`config.mk`:
```
export PLATFORM = sky130hd
export DESIGN_NAME = lfu_finder
export DESIGN_NICKNAME = d
export VERILOG_FILES = /design/src/rtl/lfu_finder_pkg.sv /design/src/rtl/lfu_finder_min_sel.sv /design/src/rtl/lfu_finder.sv
export SDC_FILE = /design/constraint.sdc
export NUM_CORES = 1
export LEC_CHECK = 0
export BUFFER_PORTS_ARGS = -buffer_cell sky130_fd_sc_hd__clkbuf_2
export CAP_MARGIN = 20
export CORE_MARGIN = 4
export CORE_UTILIZATION = 35
export CTS_BUF_LIST = sky130_fd_sc_hd__clkbuf_8
export DETAILED_ROUTE_END_ITERATION = 6
export SYNTH_ARGS = -nofsm -noshare
export SYNTH_HDL_FRONTEND = slang
export SYNTH_HIERARCHICAL = 1
export SYNTH_SLANG_ARGS = --single-unit
```
`constraint.sdc`:
```
create_clock -name clk -period 8.5 [get_ports clk]
set_input_delay 0.85 -clock clk [delete_from_list [all_inputs] [get_ports clk]]
set_output_delay 0.85 -clock clk [all_outputs]
set_load 0.05 [all_outputs]
```
`src/rtl/lfu_finder_pkg.sv`:
```
// Shared constants for the 4-entry LFU replacement finder.
package lfu_finder_pkg;
  localparam int NUM_BUF   = 4;
  localparam int IDX_W     = 2;
  localparam int CNT_W_DEF = 4;
  localparam int SEQ_W     = NUM_BUF * IDX_W;

  // Recency list after reset: slot 0 (LRU) holds buffer 0, slot 3 (MRU) holds buffer 3.
  localparam logic [SEQ_W-1:0] REF_SEQ_RST = 8'b11_10_01_00;
endpackage

```
`src/rtl/lfu_finder_min_sel.sv`:
```
// Victim picker: smallest count wins; ties go to the entry nearest the LRU end of ref_seq.
module lfu_min_sel
  import lfu_finder_pkg::*;
#(
  parameter int CNT_W = CNT_W_DEF
) (
  input  logic [NUM_BUF-1:0][CNT_W-1:0] cnt_i,
  input  logic [NUM_BUF-1:0][IDX_W-1:0] seq_i,
  output logic [IDX_W-1:0]              victim_o
);

  logic [CNT_W-1:0] best_cnt;

  // Walk from LRU to MRU; strict less-than keeps the earlier (older) entry on a tie.
  always_comb begin
    victim_o = seq_i[0];
    best_cnt = cnt_i[seq_i[0]];
    for (int k = 1; k < NUM_BUF; k++) begin
      if (cnt_i[seq_i[k]] < best_cnt) begin
        victim_o = seq_i[k];
        best_cnt = cnt_i[seq_i[k]];
      end
    end
  end

endmodule

```
`src/rtl/lfu_finder.sv`:
```
// LFU replacement finder: per-buffer use counters with aging, recency list, registered victim.
module lfu_finder
  import lfu_finder_pkg::*;
#(
  parameter int CNT_W = CNT_W_DEF
) (
  input  logic             clk,
  input  logic             rst_n,
  input  logic             new_buf_req,
  input  logic [IDX_W-1:0] ref_buf_numbr,
  output logic [IDX_W-1:0] buf_num_replc
);

  localparam logic [CNT_W-1:0] CNT_MAX = {CNT_W{1'b1}};

  logic [NUM_BUF-1:0][CNT_W-1:0] cnt_q, cnt_d;
  logic [NUM_BUF-1:0][IDX_W-1:0] seq_q, seq_d;
  logic [IDX_W-1:0]              replc_q, vic_d;
  logic [IDX_W-1:0]              tgt;
  int                            pos;

  always_comb begin
    cnt_d = cnt_q;
    seq_d = seq_q;
    pos   = 0;
    tgt   = new_buf_req ? replc_q : ref_buf_numbr;

    if (new_buf_req) begin
      cnt_d[tgt] = CNT_W'(1);
    end else if (cnt_q[tgt] == CNT_MAX) begin
      // Saturated: halve every counter so relative frequency survives, then count this use.
      for (int i = 0; i < NUM_BUF; i++) cnt_d[i] = cnt_q[i] >> 1;
      cnt_d[tgt] = (cnt_q[tgt] >> 1) + CNT_W'(1);
    end else begin
      cnt_d[tgt] = cnt_q[tgt] + CNT_W'(1);
    end

    for (int i = 0; i < NUM_BUF; i++) begin
      if (seq_q[i] == tgt) pos = i;
    end
    // Entries above the target slide one slot toward LRU; target lands in MRU.
    for (int k = 0; k < NUM_BUF - 1; k++) begin
      seq_d[k] = (k < pos) ? seq_q[k] : seq_q[k+1];
    end
    seq_d[NUM_BUF-1] = tgt;
  end

  lfu_min_sel #(.CNT_W(CNT_W)) u_min_sel (
    .cnt_i    (cnt_d),
    .seq_i    (seq_d),
    .victim_o (vic_d)
  );

  always_ff @(posedge clk) begin
    if (!rst_n) begin
      cnt_q   <= '0;
      seq_q   <= REF_SEQ_RST;
      replc_q <= '0;
    end else begin
      cnt_q   <= cnt_d;
      seq_q   <= seq_d;
      replc_q <= vic_d;
    end
  end

  assign buf_num_replc = replc_q;

endmodule

```
## Word level (Yosys, flattened, before mapping)

Cells that the tools add are included.

- Output and inout port bits: 2
- Bits in registers: 26

- Order comparisons: 11
- Bitwise operators: 3
- Equality and inequality tests: 4
- Multiplexer cells: 28
- Reductions and logical operators: 1
- $add $sub $neg: 2

Operators by type and width:

| operator | count |
|---|---|
| $mux W32 | 2 |
| $bmux W4 S2 | 5 |
| $bwmux W16 | 2 |
| $lt A1 B32 Y1 const A | 1 |
| $lt A2 B32 Y1 const A | 1 |
| $lt A3 B32 Y1 const A | 1 |
| $mux W16 | 2 |
| $mux W4 | 8 |
| $mux W2 | 7 |
| $and A12 B12 Y12 | 1 |
| $lt A2 B3 Y1 const B | 4 |
| $lt A4 B4 Y1 | 3 |
| $not A12 Y12 | 1 |
| $demux W4 S2 | 1 |
| $eq A2 B2 Y1 | 3 |
| $add A3 B1 Y4 const B | 1 |
| $add A4 B1 Y4 const B | 1 |
| $eq A4 B4 Y1 const B | 1 |
| $or A4 B4 Y4 | 1 |
| $ge A2 B1 Y1 const B | 1 |
| $logic_and A1 B1 Y1 | 1 |
| $mux W1 | 1 |

## Logic depth before layout (Yosys ltp)

Gate-level depths: netlist of the first run.

- Depth in word-level cells: 16
- Mapped depth: 32
- Gate-level depth less buffers: 30

## Cells and area by module

The synthesis of the first run kept the hierarchy.

Modules (own cells, without submodules):

| module | area each (um2) | cells an instance | times used |
|---|---|---|---|
| lfu_finder | 2009.4 | 233 | 1 |
| lfu_min_sel | 833.3 | 68 | 1 |

## Least setup slack after synthesis of the first run

No wires, ideal clock.

- Path type: input to register
- From: input port new_buf_req
- To: register replc_q[0], in the netlist buf_num_replc[0]
- Path slack: 1.590 ns
- Arrival: 6.795 ns
- Stages on the path: 27
- Buffers on the path: 2
- Required time: 8.385 ns
- Path through: buf_6 -> mux2i_4 -> inv_4 -> mux2i_1 -> mux2i_1 -> ha_1 -> inv_1 -> a41oi_4 -> nand2_4 -> buf_6 -> a32oi_1 -> nand2_1 -> mux4_1 -> ha_1 -> nand3_1 -> o21ai_2 -> mux2i_1 -> ha_1 -> or2_2 -> a311oi_1 -> o21bai_4 -> a21oi_1 -> ha_1 -> a21oi_1 -> o31ai_4 -> mux2_2 -> and2_1

RTL lines:

| item | RTL line | text |
|---|---|---|
| start, declared | lfu_finder.sv:9 | `input logic new_buf_req,` |
| end signal, assigned | lfu_finder.sv:62 | `replc_q <= vic_d;` |
| end, declared | lfu_finder.sv:18 | `logic [IDX_W-1:0] replc_q, vic_d;` |

==> flow_summary.yaml, run 1 <==
sta:
  worst_slew_margin_rel: 0.524
  rsz0062_at_grt: "no"
  hold_viol: 0
  post-route-min-period_ns: 7.72
  fin_crit_sh: 0.909
  setup_ws_ns: 0.777
  fmax_mhz: 129
  fin_tns_setup_ns: 0
  finClkSkew_ns: 0.00634
  tightest_slew_ns: 0.710
  drv_slew: 0
  setup_viol: 0
clock_tree:
  postCtsHoldBufs: 0
  clockBufferDepth: 2
  post-cts-setup-buffers: 0
  cts.clk_slew.worst_paths_ns: 0.10
  root_buffer: "clkbuf_8"
  cts_made_buffers: 3
  tritoncts: "yes"
  cts_htree_levels: 1
  clock_latency_ns: 0.28
  cts.sinks: 26
  cts.repair.resized: 0
worst_hold_path:
  whs_endpoint: "seq_q[5]$_SDFF_PN1_"
  worstHoldPathCells: 2
  worst_hold_path_type: "reg2reg"
  hp-start: "seq_q[7]$_SDFF_PN1_"
final_layout:
  design_area_um2: 3020
  antennaDiodeCount: 0
  multi_input_area_um2: 2200
  drive_gt1_frac: 0.182
  nets: 321
  fillers: 798
  utilization: 0.386
  ff_latch_area_um2: 520
  synthToLayoutAreaGrowth_pct: 6.07
die:
  rows: 32
  die_area_um2: 9630
  coreArea_um2: 7810
  die_y_um: 98.1
  start_util: 0.364
  io_pins: 7
  die_w_um: 98.1
global_routing:
  grt_pass1_wl_um: 12600
  grt_antenna_before_repair: 0
  grt_max_degree: 23
  grtUsageTotal: 0.160
  overflow: 0
  grt_pass1_vias: 2334
pwr:
  p_per_area_nw_per_um2: 272
  vdd_ir_drop_max_v: 0.000103
  leakage_nw: 1.21
  finalPower_mw: 0.821
worst_setup_path:
  startpoint_type: "primary input"
  rr_endpoint: "buf_num_replc[1]$_SDFF_PN0_"
  arrival_ns: 7.90
  cpMostUsedCell: "ha_1"
  cp_slowest_cell: "mux4_1"
  critPathCaptureType: "flop"
  required_ns: 8.68
  reg2regPathDepth: 27
  crit_fanout: 22
  regToRegStartpoint: "buf_num_replc[0]$_SDFF_PN0_"
  cp-startpoint: "new_buf_req"
  r2r_slack_ns: 1.33
  path_class: "in2reg"
  cpPeakStageDelay_ns: 0.56
synthesis:
  yosysTopAreaCellShare: 0.183
  synthTopCellsByArea: "dfxtp_1, mux4_1, mux2i_1"
  ys_async_sr_fraction: 0
  ys_warn_count: 6
  avgSynthCellArea_um2: 9.44
  synth.distinct_cells: 71
  syn_area_um2: 2840
  synth_cells: 301
  ys_seq_area_frac: 0.183
  ys.flop_type: "dfxtp_1"
  synth_nets: 319
  yosys.area.top_type: "dfxtp_1"
  synth_edf_count: 0
  ys_ff_latch: 26
placed_design:
  hpwl_um: 5950
  dp_slack_ns: 0.512
  placed_cell_area_um2: 2940
  finalWeightedCongestion: 0.934
  io_buffer_count: 6
routing:
  viasPerCell: 6.01
  drt-total-wl_um: 7680
  drt_iter0_drc: 219
  route.antenna.remaining_nets: 0
  drc: 0
  wl_per_cell_um: 19.0
  vias: 2429
  first_pass_iters: 4
run_status:
  status: "complete, no violations"
flow_run:
  cap_viol_max_count: 0
-- layout by cell type (no fill, tap or decap), types with 8 or more instances in the layout --
master     n
ha_1      13
dfxtp_1   26
nor2_1    23
inv_1     10
xnor2_1   10
a211oi_1   8
mux4_2     8
mux2i_1   19
nand2_1   20
mux4_1     8
a21oi_1   26
and2_1    15
o21ai_0    9
-- power breakdown --
group	internal, mW	total, mW	switching [mW]
Sequential	0.143	0.170	0.0268
Clock	0.0631	0.107	0.0441
Combinational	0.268	0.544	0.276
-- worst max-delay path: cells and delay by family --
kind                       cells  cell delay, ns
muxes                          5            2.10
and+or+nand+nor                9            1.16
AOI/OAI and AO/OA              7            1.87
buffers and inverters          3            0.83
adders and majority gates      4            1.08
-- synth_stat cells, types with 6 or more instances --
library cell  instances
mux2_2                6
a21oi_1              26
a211oi_1              8
xnor2_1              10
nor2_1               23
ha_1                 13
inv_1                10
mux2i_1              19
and2_1               15
mux4_1                8
nand3_1               7
mux4_2                8
dfxtp_1              26
o21ai_0               9
nand2_1              20
-- registers in the layout (all words and copies together), names as in the netlist --
| name | flops |
|---|---|
| cnt_q | 16 |
| seq_q | 8 |
| buf_num_replc | 2 |
-- area by class of cell --
cell class                 count  share of cell area
sequential                    26               0.173
tap                          102              0.0423
clock buffer                   3              0.0137
timing repair buffer           8              0.0149
inverter                      12              0.0158
multi-input combinational    252               0.731
clock inverter                 1             0.00996
-- cell families (layout without fill, tap and decap cells) --
logic type | Yosys count | in the layout | synth area share
xor+xnor | 10 | 10 | 0.0308
mux | 50 | 50 | 0.276
simple gates | 96 | 96 | 0.184
compound gates | 83 | 83 | 0.228
flops | 26 | 26 | 0.183
fa+ha+maj | 13 | 13 | 0.0572
buf+inv | 23 | 24 | 0.0418
-- how the worst max path moves through the flow --
stage                                             end  slack (ns)  cells after the start
final                     buf_num_replc[1]$_SDFF_PN0_        0.78                     28
after global routing      buf_num_replc[0]$_SDFF_PN0_        0.07                     28
after CTS                 buf_num_replc[1]$_SDFF_PN0_        0.81                     27
after detailed placement  buf_num_replc[1]$_SDFF_PN0_        0.51                     27
after global placement    buf_num_replc[0]$_SDFF_PN0_        0.72                     28
after floorplan           buf_num_replc[0]$_SDFF_PN0_        1.59                     27
-- metrics by stage --
step	hold slack, ns	cells
after floorplan	0.508	301
after global placement	0.534	400
after detailed placement	0.543	400
after CTS	0.558	404
after global routing	0.588	404
final	0.560	404
-- metal layers --
layer	global-route usage	part of all wire	vias to the layer above
li1	-	-	1156
met1	0.220	0.45	1198
met2	0.275	0.49	67
met3	0.0164	0.045	8
met4	0.0266	0.0091	0
met5	0	0	-
Note: power is estimated with default switching activity, not from simulation.
==> inputs of run 2 (changes only) <==
--- a/config.mk
+++ b/config.mk
@@ -11,6 +11,7 @@
 export CORE_UTILIZATION = 35
 export CTS_BUF_LIST = sky130_fd_sc_hd__clkbuf_8
 export DETAILED_ROUTE_END_ITERATION = 6
+export GPL_TIMING_DRIVEN = 0
 export SYNTH_ARGS = -nofsm -noshare
 export SYNTH_HDL_FRONTEND = slang
 export SYNTH_HIERARCHICAL = 1
==> flow_summary.yaml, run 2 (synthesis gave the netlist of run 1 again) <==
routing:
  drt-total-wl_um: 7610
  drt_iter0_drc: 124
  route.antenna.remaining_nets: 0
  viasPerCell: 5.87
  drc: 0
  vias: 2413
  wl_per_cell_um: 18.5
  first_pass_iters: 4
worst_hold_path:
  worst_hold_path_type: "reg2reg"
clock_tree:
  cts_htree_levels: 1
  postCtsHoldBufs: 0
  cts.sinks: 26
  cts_made_buffers: 3
  cts.clk_slew.worst_paths_ns: 0.11
  post-cts-setup-buffers: 0
  tritoncts: "yes"
  cts.repair.resized: 0
  clockBufferDepth: 2
  clock_latency_ns: 0.28
  root_buffer: "clkbuf_8"
worst_setup_path:
  path_class: "in2reg"
  cpMostUsedCell: "ha_1"
  required_ns: 8.69
  startpoint_type: "primary input"
  crit_fanout: 10
  cpPeakStageDelay_ns: 0.59
  critPathCaptureType: "flop"
  arrival_ns: 8.07
  cp_slowest_cell: "mux4_1"
sta:
  post-route-min-period_ns: 7.88
  finClkSkew_ns: 0.0125
  setup_viol: 0
  hold_slack_ns: 0.563
  fmax_mhz: 127
  fin_tns_setup_ns: 0
  fin_crit_sh: 0.928
  tightest_slew_ns: 0.528
  hold_viol: 0
  drv_slew: 0
  rsz0062_at_grt: "no"
  worst_slew_margin_rel: 0.638
pwr:
  power.switching_mw: 0.353
  p_clk_frac: 0.130
  power_frac_seq: 0.201
  leakage_nw: 1.23
  vdd_ir_drop_max_v: 0.0000988
  p_per_area_nw_per_um2: 271
  pwr-share-comb: 0.670
  power.internal_mw: 0.476
  finalPower_mw: 0.829
  switching_share: 0.425
die:
  rows: 32
  die_y_um: 98.1
  die_w_um: 98.1
  io_pins: 7
  start_util: 0.364
  coreArea_um2: 7810
  die_area_um2: 9630
final_layout:
  synthToLayoutAreaGrowth_pct: 7.70
  top_register: "cnt_q"
  design_area_um2: 3060
  largest_reg_flops: 16
  antennaDiodeCount: 0
  final_cell_mix: "a21oi_1, dfxtp_1, nor2_1"
  nets: 328
  drive_gt1_frac: 0.188
run_status:
  status: "complete, no violations"
global_routing:
  grt_pass1_wl_um: 12200
  grt_max_degree: 16
  grt_pass1_vias: 2337
  grt_antenna_before_repair: 0
  grtUsageTotal: 0.157
  overflow: 0
placed_design:
  placed_cell_area_um2: 2990
  hpwl_um: 5980
  finalWeightedCongestion: 0.898
  io_buffer_count: 4
flow_run:
  cap_viol_max_count: 0
## run 2: metrics by stage
stage / setup WS [ns] / std cells / util
global route: 0.246 / 411 / 0.392
detailed placement: 0.385 / 407 / 0.383
floorplan: 1.59 / 301 / -
CTS: 0.667 / 411 / 0.392
finish: 0.615 / 411 / 0.392
global placement: 0.366 / 407 / 0.383
## run 2: worst max-delay path, delay by kind of cell
| kind | cells | cell delay [ns] |
|---|---|---|
| mux | 5 | 2.22 |
| simple gates | 9 | 1.06 |
| fa+ha+maj | 4 | 1.13 |
| compound gates | 7 | 1.86 |
| buf+inv | 5 | 0.90 |
## run 2: per-layer routing
metal / up-vias / GRT usage / wire, µm / share of wire
li1: 1169 / - / - / -
met1: 1157 / 0.214 / 3460 / 0.45
met2: 76 / 0.272 / 3740 / 0.49
met3: 11 / 0.0121 / 306 / 0.040
met4: 0 / 0.0330 / 100 / 0.013
met5: - / 0 / 0 / 0
## run 2: final cells by class
class                      count  area, µm²
fill                         792       4750
clock inverter                 1       30.0
clock buffer                   3       41.3
multi-input combinational    252       2200
inverter                      12       47.5
tap                          102        128
sequential                    26        520
buffer                        11       71.3
timing repair buffer           4       20.0
## run 2: final timing paths
path	start	endpoint	slack, ns	cells past startpoint
worst max-delay path	new_buf_req	buf_num_replc[1]$_SDFF_PN0_	0.62	30
worst min-delay path	seq_q[6]$_SDFF_PN1_	seq_q[4]$_SDFF_PN0_	0.56	2
worst max register to register	buf_num_replc[1]$_SDFF_PN0_	buf_num_replc[1]$_SDFF_PN0_	1.11	29
worst min register to register	seq_q[6]$_SDFF_PN1_	seq_q[4]$_SDFF_PN0_	0.56	2
## run 2: power by group through the flow
stage,Sequential [mW],Combinational (mW),Clock [mW]
floorplan,0.175,0.434,0
global placement,0.167,0.551,0
detailed placement,0.168,0.555,0
CTS,0.166,0.556,0.109
global route,0.170,0.597,0.114
finish,0.166,0.555,0.107
